File: src/rtl/binary_morph3x3_if.sv
// Pixel-stream bundle for the 3x3 binary morphology filter.
//   iFVAL  frame valid        (source -> filter)
//   iDVAL  pixel valid        (source -> filter)
//   iDATA  12-bit binary pixel (source -> filter)
//   oDVAL  output pixel valid (filter -> sink)
//   oDATA  12-bit output pixel, 0 or 4095 (filter -> sink)
// master: the side that drives the input pixels and observes the result.
// slave:  the filter itself.
interface binary_morph3x3_if;
  logic        iFVAL;
  logic        iDVAL;
  logic [11:0] iDATA;
  logic        oDVAL;
  logic [11:0] oDATA;

  modport master (
    output iFVAL,
    output iDVAL,
    output iDATA,
    input  oDVAL,
    input  oDATA
  );

  modport slave (
    input  iFVAL,
    input  iDVAL,
    input  iDATA,
    output oDVAL,
    output oDATA
  );
endinterface

File: src/rtl/binary_morph3x3.sv
// Streaming 3x3 binary erosion (MODE=0) or dilation (MODE=1).
// Ports:
//   iCLK    pixel clock, rising edge
//   iRST    synchronous active-high reset
//   pix_if  slave side of binary_morph3x3_if (iFVAL/iDVAL/iDATA in, oDVAL/oDATA out)
// One output per accepted pixel, one cycle later. The emitted image is the filtered image
// shifted one pixel right and down; out-of-frame window elements read as 0.
module binary_morph3x3 #(
  parameter int unsigned IMG_W = 640,
  parameter int unsigned IMG_H = 480,
  parameter bit          MODE  = 1'b0
) (
  input  logic              iCLK,
  input  logic              iRST,
  binary_morph3x3_if.slave  pix_if
);

  localparam int unsigned XW = (IMG_W > 1) ? $clog2(IMG_W) : 1;
  localparam int unsigned YW = (IMG_H > 1) ? $clog2(IMG_H) : 1;

  logic [XW-1:0]    x_q, x_d;
  logic [YW-1:0]    y_q, y_d;
  logic [2:0]       w0_q, w0_d;   // row y-2, bit0 = column x
  logic [2:0]       w1_q, w1_d;   // row y-1
  logic [2:0]       w2_q, w2_d;   // row y
  logic             dval_q;
  logic [11:0]      data_q, data_d;
  logic [IMG_W-1:0] lb1_q;        // row y-1
  logic [IMG_W-1:0] lb2_q;        // row y-2

  logic       accept;
  logic       pix_b;
  logic       rd1, rd2;
  logic [2:0] col_mask;
  logic [2:0] m0, m1, m2;
  logic       result;

  always_comb begin
    accept = pix_if.iFVAL & pix_if.iDVAL;
    pix_b  = |pix_if.iDATA;
    rd1    = lb1_q[x_q];
    rd2    = lb2_q[x_q];

    x_d  = x_q;
    y_d  = y_q;
    w0_d = w0_q;
    w1_d = w1_q;
    w2_d = w2_q;

    if (!pix_if.iFVAL) begin
      x_d = '0;
      y_d = '0;
    end else if (accept) begin
      w0_d = {w0_q[1:0], rd2};
      w1_d = {w1_q[1:0], rd1};
      w2_d = {w2_q[1:0], pix_b};
      if (x_q == XW'(IMG_W - 1)) begin
        x_d = '0;
        y_d = (y_q == YW'(IMG_H - 1)) ? '0 : y_q + 1'b1;
      end else begin
        x_d = x_q + 1'b1;
      end
    end

    // Column x-2 is off-frame when x==1; row y-2 is off-frame when y==1. Masked elements
    // read as 0, which forces erosion to 0 and drops them from dilation.
    col_mask = (x_q == XW'(1)) ? 3'b011 : 3'b111;
    m0       = w0_d & col_mask & {3{y_q != YW'(1)}};
    m1       = w1_d & col_mask;
    m2       = w2_d & col_mask;

    if (x_q == '0 || y_q == '0) begin
      result = 1'b0;
    end else if (MODE) begin
      result = |{m0, m1, m2};
    end else begin
      result = &{m0, m1, m2};
    end

    data_d = data_q;
    if (accept) begin
      data_d = result ? 12'hFFF : 12'h000;
    end
  end

  // Line buffers: contents are not reset, stale data is hidden by the border masking.
  // Read-before-write: rd1 carries the old row y-1 bit into row y-2.
  always_ff @(posedge iCLK) begin
    if (accept) begin
      lb1_q[x_q] <= pix_b;
      lb2_q[x_q] <= rd1;
    end
  end

  always_ff @(posedge iCLK) begin
    if (iRST) begin
      x_q    <= '0;
      y_q    <= '0;
      w0_q   <= '0;
      w1_q   <= '0;
      w2_q   <= '0;
      dval_q <= 1'b0;
      data_q <= '0;
    end else begin
      x_q    <= x_d;
      y_q    <= y_d;
      w0_q   <= w0_d;
      w1_q   <= w1_d;
      w2_q   <= w2_d;
      dval_q <= accept;
      data_q <= data_d;
    end
  end

  assign pix_if.oDVAL = dval_q;
  assign pix_if.oDATA = data_q;

endmodule

File: src/flat_wrapper.sv
// flat-port wrapper written by rule: the top's interface ports become plain ports
module binary_morph3x3_flat 
#(
  parameter int unsigned IMG_W = 640,
  parameter int unsigned IMG_H = 480,
  parameter bit          MODE  = 1'b0
)
  (iCLK, iRST, pix_if_iFVAL, pix_if_iDVAL, pix_if_iDATA, pix_if_oDVAL, pix_if_oDATA);
  binary_morph3x3_if pix_if_i ();
  input  logic iCLK;
  input  logic iRST;
  input wire logic [$bits(pix_if_i.iFVAL)-1:0] pix_if_iFVAL;
  input wire logic [$bits(pix_if_i.iDVAL)-1:0] pix_if_iDVAL;
  input wire logic [$bits(pix_if_i.iDATA)-1:0] pix_if_iDATA;
  output wire logic [$bits(pix_if_i.oDVAL)-1:0] pix_if_oDVAL;
  output wire logic [$bits(pix_if_i.oDATA)-1:0] pix_if_oDATA;
  assign pix_if_i.iFVAL = pix_if_iFVAL;
  assign pix_if_i.iDVAL = pix_if_iDVAL;
  assign pix_if_i.iDATA = pix_if_iDATA;
  assign pix_if_oDVAL = pix_if_i.oDVAL;
  assign pix_if_oDATA = pix_if_i.oDATA;
  binary_morph3x3 #(.IMG_W(IMG_W), .IMG_H(IMG_H), .MODE(MODE)) u_core (.iCLK(iCLK), .iRST(iRST), .pix_if(pix_if_i));
endmodule
File: config.mk
export PLATFORM = sky130hd
export DESIGN_NAME = binary_morph3x3_flat
export DESIGN_NICKNAME = d
export VERILOG_FILES = /design/src/rtl/binary_morph3x3_if.sv /design/src/rtl/binary_morph3x3.sv /design/src/flat_wrapper.sv
export SDC_FILE = /design/constraint.sdc
export NUM_CORES = 1
export LEC_CHECK = 0
export BUFFER_PORTS_ARGS = -buffer_cell sky130_fd_sc_hd__buf_2
export CAP_MARGIN = 5
export CORE_AREA = 2 2 277 388
export DETAILED_ROUTE_END_ITERATION = 10
export DIE_AREA = 0 0 279 390
export GPL_TIMING_DRIVEN = 1
export PLACE_DENSITY = 0.68
export SETUP_SLACK_MARGIN = 0.4
export SYNTH_ARGS = -nofsm -noshare
export SYNTH_HDL_FRONTEND = slang
export SYNTH_SLANG_ARGS = --single-unit
export TNS_END_PERCENT = 30
File: constraint.sdc
create_clock -name iCLK -period 21.9 [get_ports iCLK]
set_clock_uncertainty 0.2 [all_clocks]
set_input_delay 2.19 -clock iCLK [delete_from_list [all_inputs] [get_ports iCLK]]
set_output_delay 2.19 -clock iCLK [all_outputs]
set_load 0.01 [all_outputs]
==> run_results.csv <==
group,metric,value,unit
die,die_area,109000,sq um
critical_path,r2r_start,"u_core.x_q[1]",
yosys,ys_seq_area_share,73.0,%
routing,route.detailed.wl_per_inst,30.6,um
critical_path,crit_slowest_cell,"dfxtp_4",
die,start_util,50.7,%
yosys,synth_top_family_by_area,"multiplexers",
placed_design,dp_hpwl,83900,um
pwr,power_density,81.2,nW/um^2
sta,period_needed,7980,ps
clocking,cts_buffers,115,
routing,drc_errors,0,
yosys,synth.area.mux_share,12.3,%
critical_path,r2r_slack,13920,ps
critical_path,crit_type,"reg -> reg",
pwr,p_switching,0.000936,W
sta,tightest_slew,1350,ps
layout,areaGrowthSynthToFinish,9.13,%
yosys,synth_fp_nets,3512,
hold_path,hold_path_class,"reg -> reg",
sta,setup_viol,0,
sta,rsz0062_at_grt,"no",
yosys,syn_area_per_cell,15.3,sq um
clocking,cts_hold_buf,0,
critical_path,worstPathArrival,8170,ps
routing,postRouteAntennaNets,0,
critical_path,crit_chain,"buf_12, buf_12, buf_4, mux2i_1, o22ai_1, or4_1, nor4_1, a31oi_1, a41oi_1, and4b_4, inv_8, buf_4, buf_4",
pwr,p_seq_share,57.6,%
clocking,clockRootBuffer,"clkbuf_16",
yosys,synth-edff-count,1280,
clocking,cts.sinks,1307,
pwr,power_frac_clock,41.5,%
sta,timing.slew.headroom,9.02,%
critical_path,slowest_delay,940,ps
critical_path,end_kind,"flop",
pwr,leakagePower,18.0,nW
clocking,clk_latency,750,ps
yosys,synthCells,3489,
pwr,p_int,0.00379,W
yosys,ys_warn_count,0,
die,core,105000,sq um
clocking,post_cts_resized,0,
layout,utilization,55.3,%
pwr,irDropWorstVdd,0.0724,mV
yosys,synthAdderAreaFrac,0.164,%
critical_path,crit_fanout,204,
yosys,synth-async-reset-ratio,0,%
yosys,synth_cell_types,60,
global_route,grt_use_total,27.2,%
critical_path,cp_common_cell,"buf_4",
critical_path,r2r_end,"u_core.lb2_q[507]",
clocking,cts_tree,"built",
placed_design,io_buffers,28,
yosys,ys_seq_elements,1307,
sta,finalHoldViolations,0,
die,placementRows,141,
hold_path,hold_depth,2,
routing,vias,31225,
yosys,netlist_area,53400,sq um
global_route,grt_pass1_vias,30699,
global_route,grt_start_max_net_pins,237,
yosys,yosys.area.top_type,"edfxtp_1",
yosys,synth-simple-area-share,7.60,%
critical_path,required,22090,ps
die,die_h,390,um
clocking,post_cts_buffers,0,
yosys,synth_area_leaders,"edfxtp_1 72%, mux2i_1 10%, nor2_1 4.8%",
yosys,synth_xor_xnor_area_share,0.197,%
routing,dr.first_iter.drc_count,3937,
routing,wl,149000,um
routing,viasPerCell,6.40,
hold_path,min-delay-start,"u_core.w1_q[1]",
yosys,synth-compound-area-share,3.99,%
die,ios,29,
global_route,overflow,0,
outcome,status,"completed",
sta,slew_viol_final,0,
yosys,synth_flop_cell,"edfxtp_1",
placed_design,postPlaceCellArea,54600,sq um
sta,whs,267,ps
clocking,cts.path.max_buffers,3,
layout,fin_area,58200,sq um
sta,fmax,125,MHz
layout,drive_gt1_share,10.8,%
clocking,clk_pin_slew,60,ps
yosys,synth_top_area_share,72.0,%
global_route,antenna_found_initial,2,
placed_design,place_ws,14140,ps
clocking,htree_levels,3,
pwr,swShare,19.8,%
placed_design,place_congestion,0.848,
sta,setup_ws,13920,ps
flow_run,cap_violations,0,
critical_path,start_kind,"flop",
global_route,grt_pass1_wl,210000,um
pwr,combPwrFrac,0.9,%
sta,fin_crit_sh,36.4,%
layout,final_nets,3447,
routing,first_pass_iters,5,
hold_path,hold_end,"u_core.w1_q[1]",
critical_path,rr_worst_depth,13,
die,die_w,279,um
sta,final.setup.tns,0,ps
==> stage by stage <==
step,total power (W),cells
2_1_floorplan,0.00281,3489
3_3_place_gp,0.00282,4665
3_5_place_dp,0.00282,4665
4_1_cts,0.00474,4880
5_1_grt,0.00484,4880
6_report,0.00473,4881
==> cell usage after synthesis (3+ instances only) <==
cell type / n
a21oi_1: 7
a22o_1: 3
a22oi_1: 24
a31oi_1: 3
and3_1: 11
and3b_1: 3
buf_1: 24
buf_2: 78
buf_4: 47
buf_6: 9
clkbuf_1: 131
dfxtp_1: 27
edfxtp_1: 1280
ha_1: 7
inv_1: 9
mux2i_1: 541
mux4_2: 50
nand2_1: 73
nand3_1: 41
nand4_1: 16
nand4b_1: 4
nand4bb_1: 6
nor2_1: 684
nor2b_1: 3
nor3_1: 15
nor3b_2: 3
nor4_1: 63
o2111ai_1: 4
o21ai_0: 15
o22ai_1: 254
or3_1: 3
or4_1: 3
or4b_1: 3
xnor2_1: 6
xor2_1: 6
==> layout by cell type (no fill, tap or decap), types with 8 or more instances in the layout <==
master / synthesis / layout
nand2_2: 0 / 18
clkinv_2: 0 / 26
edfxtp_1: 1280 / 1280
nand2_1: 73 / 55
nand4_1: 16 / 16
o22ai_1: 254 / 254
nor2_1: 684 / 683
dfxtp_1: 27 / 25
buf_4: 47 / 77
clkinv_1: 0 / 26
clkbuf_1: 131 / 19
mux2i_1: 541 / 541
mux4_2: 50 / 50
and3_1: 11 / 11
nor3_1: 15 / 14
a22oi_1: 24 / 24
o21ai_0: 15 / 15
buf_2: 78 / 28
nor4_1: 63 / 63
clkbuf_8: 0 / 9
inv_1: 9 / 8
nand3_1: 41 / 40
clkbuf_16: 0 / 118
==> how the worst max path moves through the flow <==
stage | slack (ps) | depth (start not counted) | endpoint | startpoint
floorplan | 8160 | 2 | u_core.lb1_q[0] | pix_if_iDATA[1]
global placement | 14190 | 13 | u_core.lb2_q[496] | u_core.x_q[1]
detailed placement | 14140 | 13 | u_core.lb2_q[505] | u_core.x_q[1]
CTS | 14130 | 13 | u_core.lb2_q[498] | u_core.x_q[1]
global route | 13520 | 13 | u_core.lb2_q[320] | u_core.x_q[1]
finish | 13920 | 13 | u_core.lb2_q[507] | u_core.x_q[1]
==> power groups by stage <==
| stage | clock network, W | registers, W | logic, W |
|---|---|---|---|
| 5_1_grt | 0.00207 | 0.00272 | 0.0000460 |
| 3_5_place_dp | 0 | 0.00278 | 0.0000432 |
| 2_1_floorplan | 0 | 0.00279 | 0.0000255 |
| 3_3_place_gp | 0 | 0.00278 | 0.0000427 |
| 4_1_cts | 0.00197 | 0.00272 | 0.0000433 |
| 6_report | 0.00196 | 0.00272 | 0.0000437 |
==> layer usage <==
| metal | routed length [um] | up-vias | part of all wire (%) | GRT usage [%] |
|---|---|---|---|---|
| li1 | - | 13199 | - | - |
| met1 | 53200 | 15926 | 36 | 33.7 |
| met2 | 73700 | 1696 | 49 | 45.3 |
| met3 | 14000 | 402 | 9.4 | 5.31 |
| met4 | 8290 | 2 | 5.6 | 14.4 |
| met5 | 13 | - | 0.0087 | 0 |
==> cell type report <==
class / instances / area [sq um]
antenna: 1 / 2.50
clock buffer: 146 / 3150
clock inverter: 69 / 473
fill: 8128 / 47100
inverter: 10 / 45.0
multi-input combinational: 1881 / 13100
sequential: 1307 / 39000
tap: 1358 / 1700
timing repair buffer: 109 / 798
==> flip-flops by register name, summed over array words and instances, names as in the netlist <==
name,flops
u_core.lb1_q,640
u_core.lb2_q,640
u_core.x_q,10
u_core.y_q,9
u_core.w0_q,2
u_core.w1_q,2
u_core.w2_q,2
u_core.pix_if.oDATA,1
u_core.pix_if.oDVAL,1
==> cells by family (layout without fill, tap and decap cells) <==
group,count (synthesis),after routing
AO/OA/AOI/OAI,327,327
XOR/XNOR,12,12
adder cells (fa/ha/maj),7,7
buffers and inverters,301,334
flip-flops,1307,1307
multiplexers,591,591
other,0,1
AND/OR/NAND/NOR,944,944
==> worst max-delay path: cells and delay by family (launching register included) <==
family	cells	cell delay, ps
AND/OR/NAND/NOR	3	550
flip-flops	1	940
multiplexers	1	180
AO/OA/AOI/OAI	3	780
buffers and inverters	6	4380
Power figures use the tool's default switching activity.
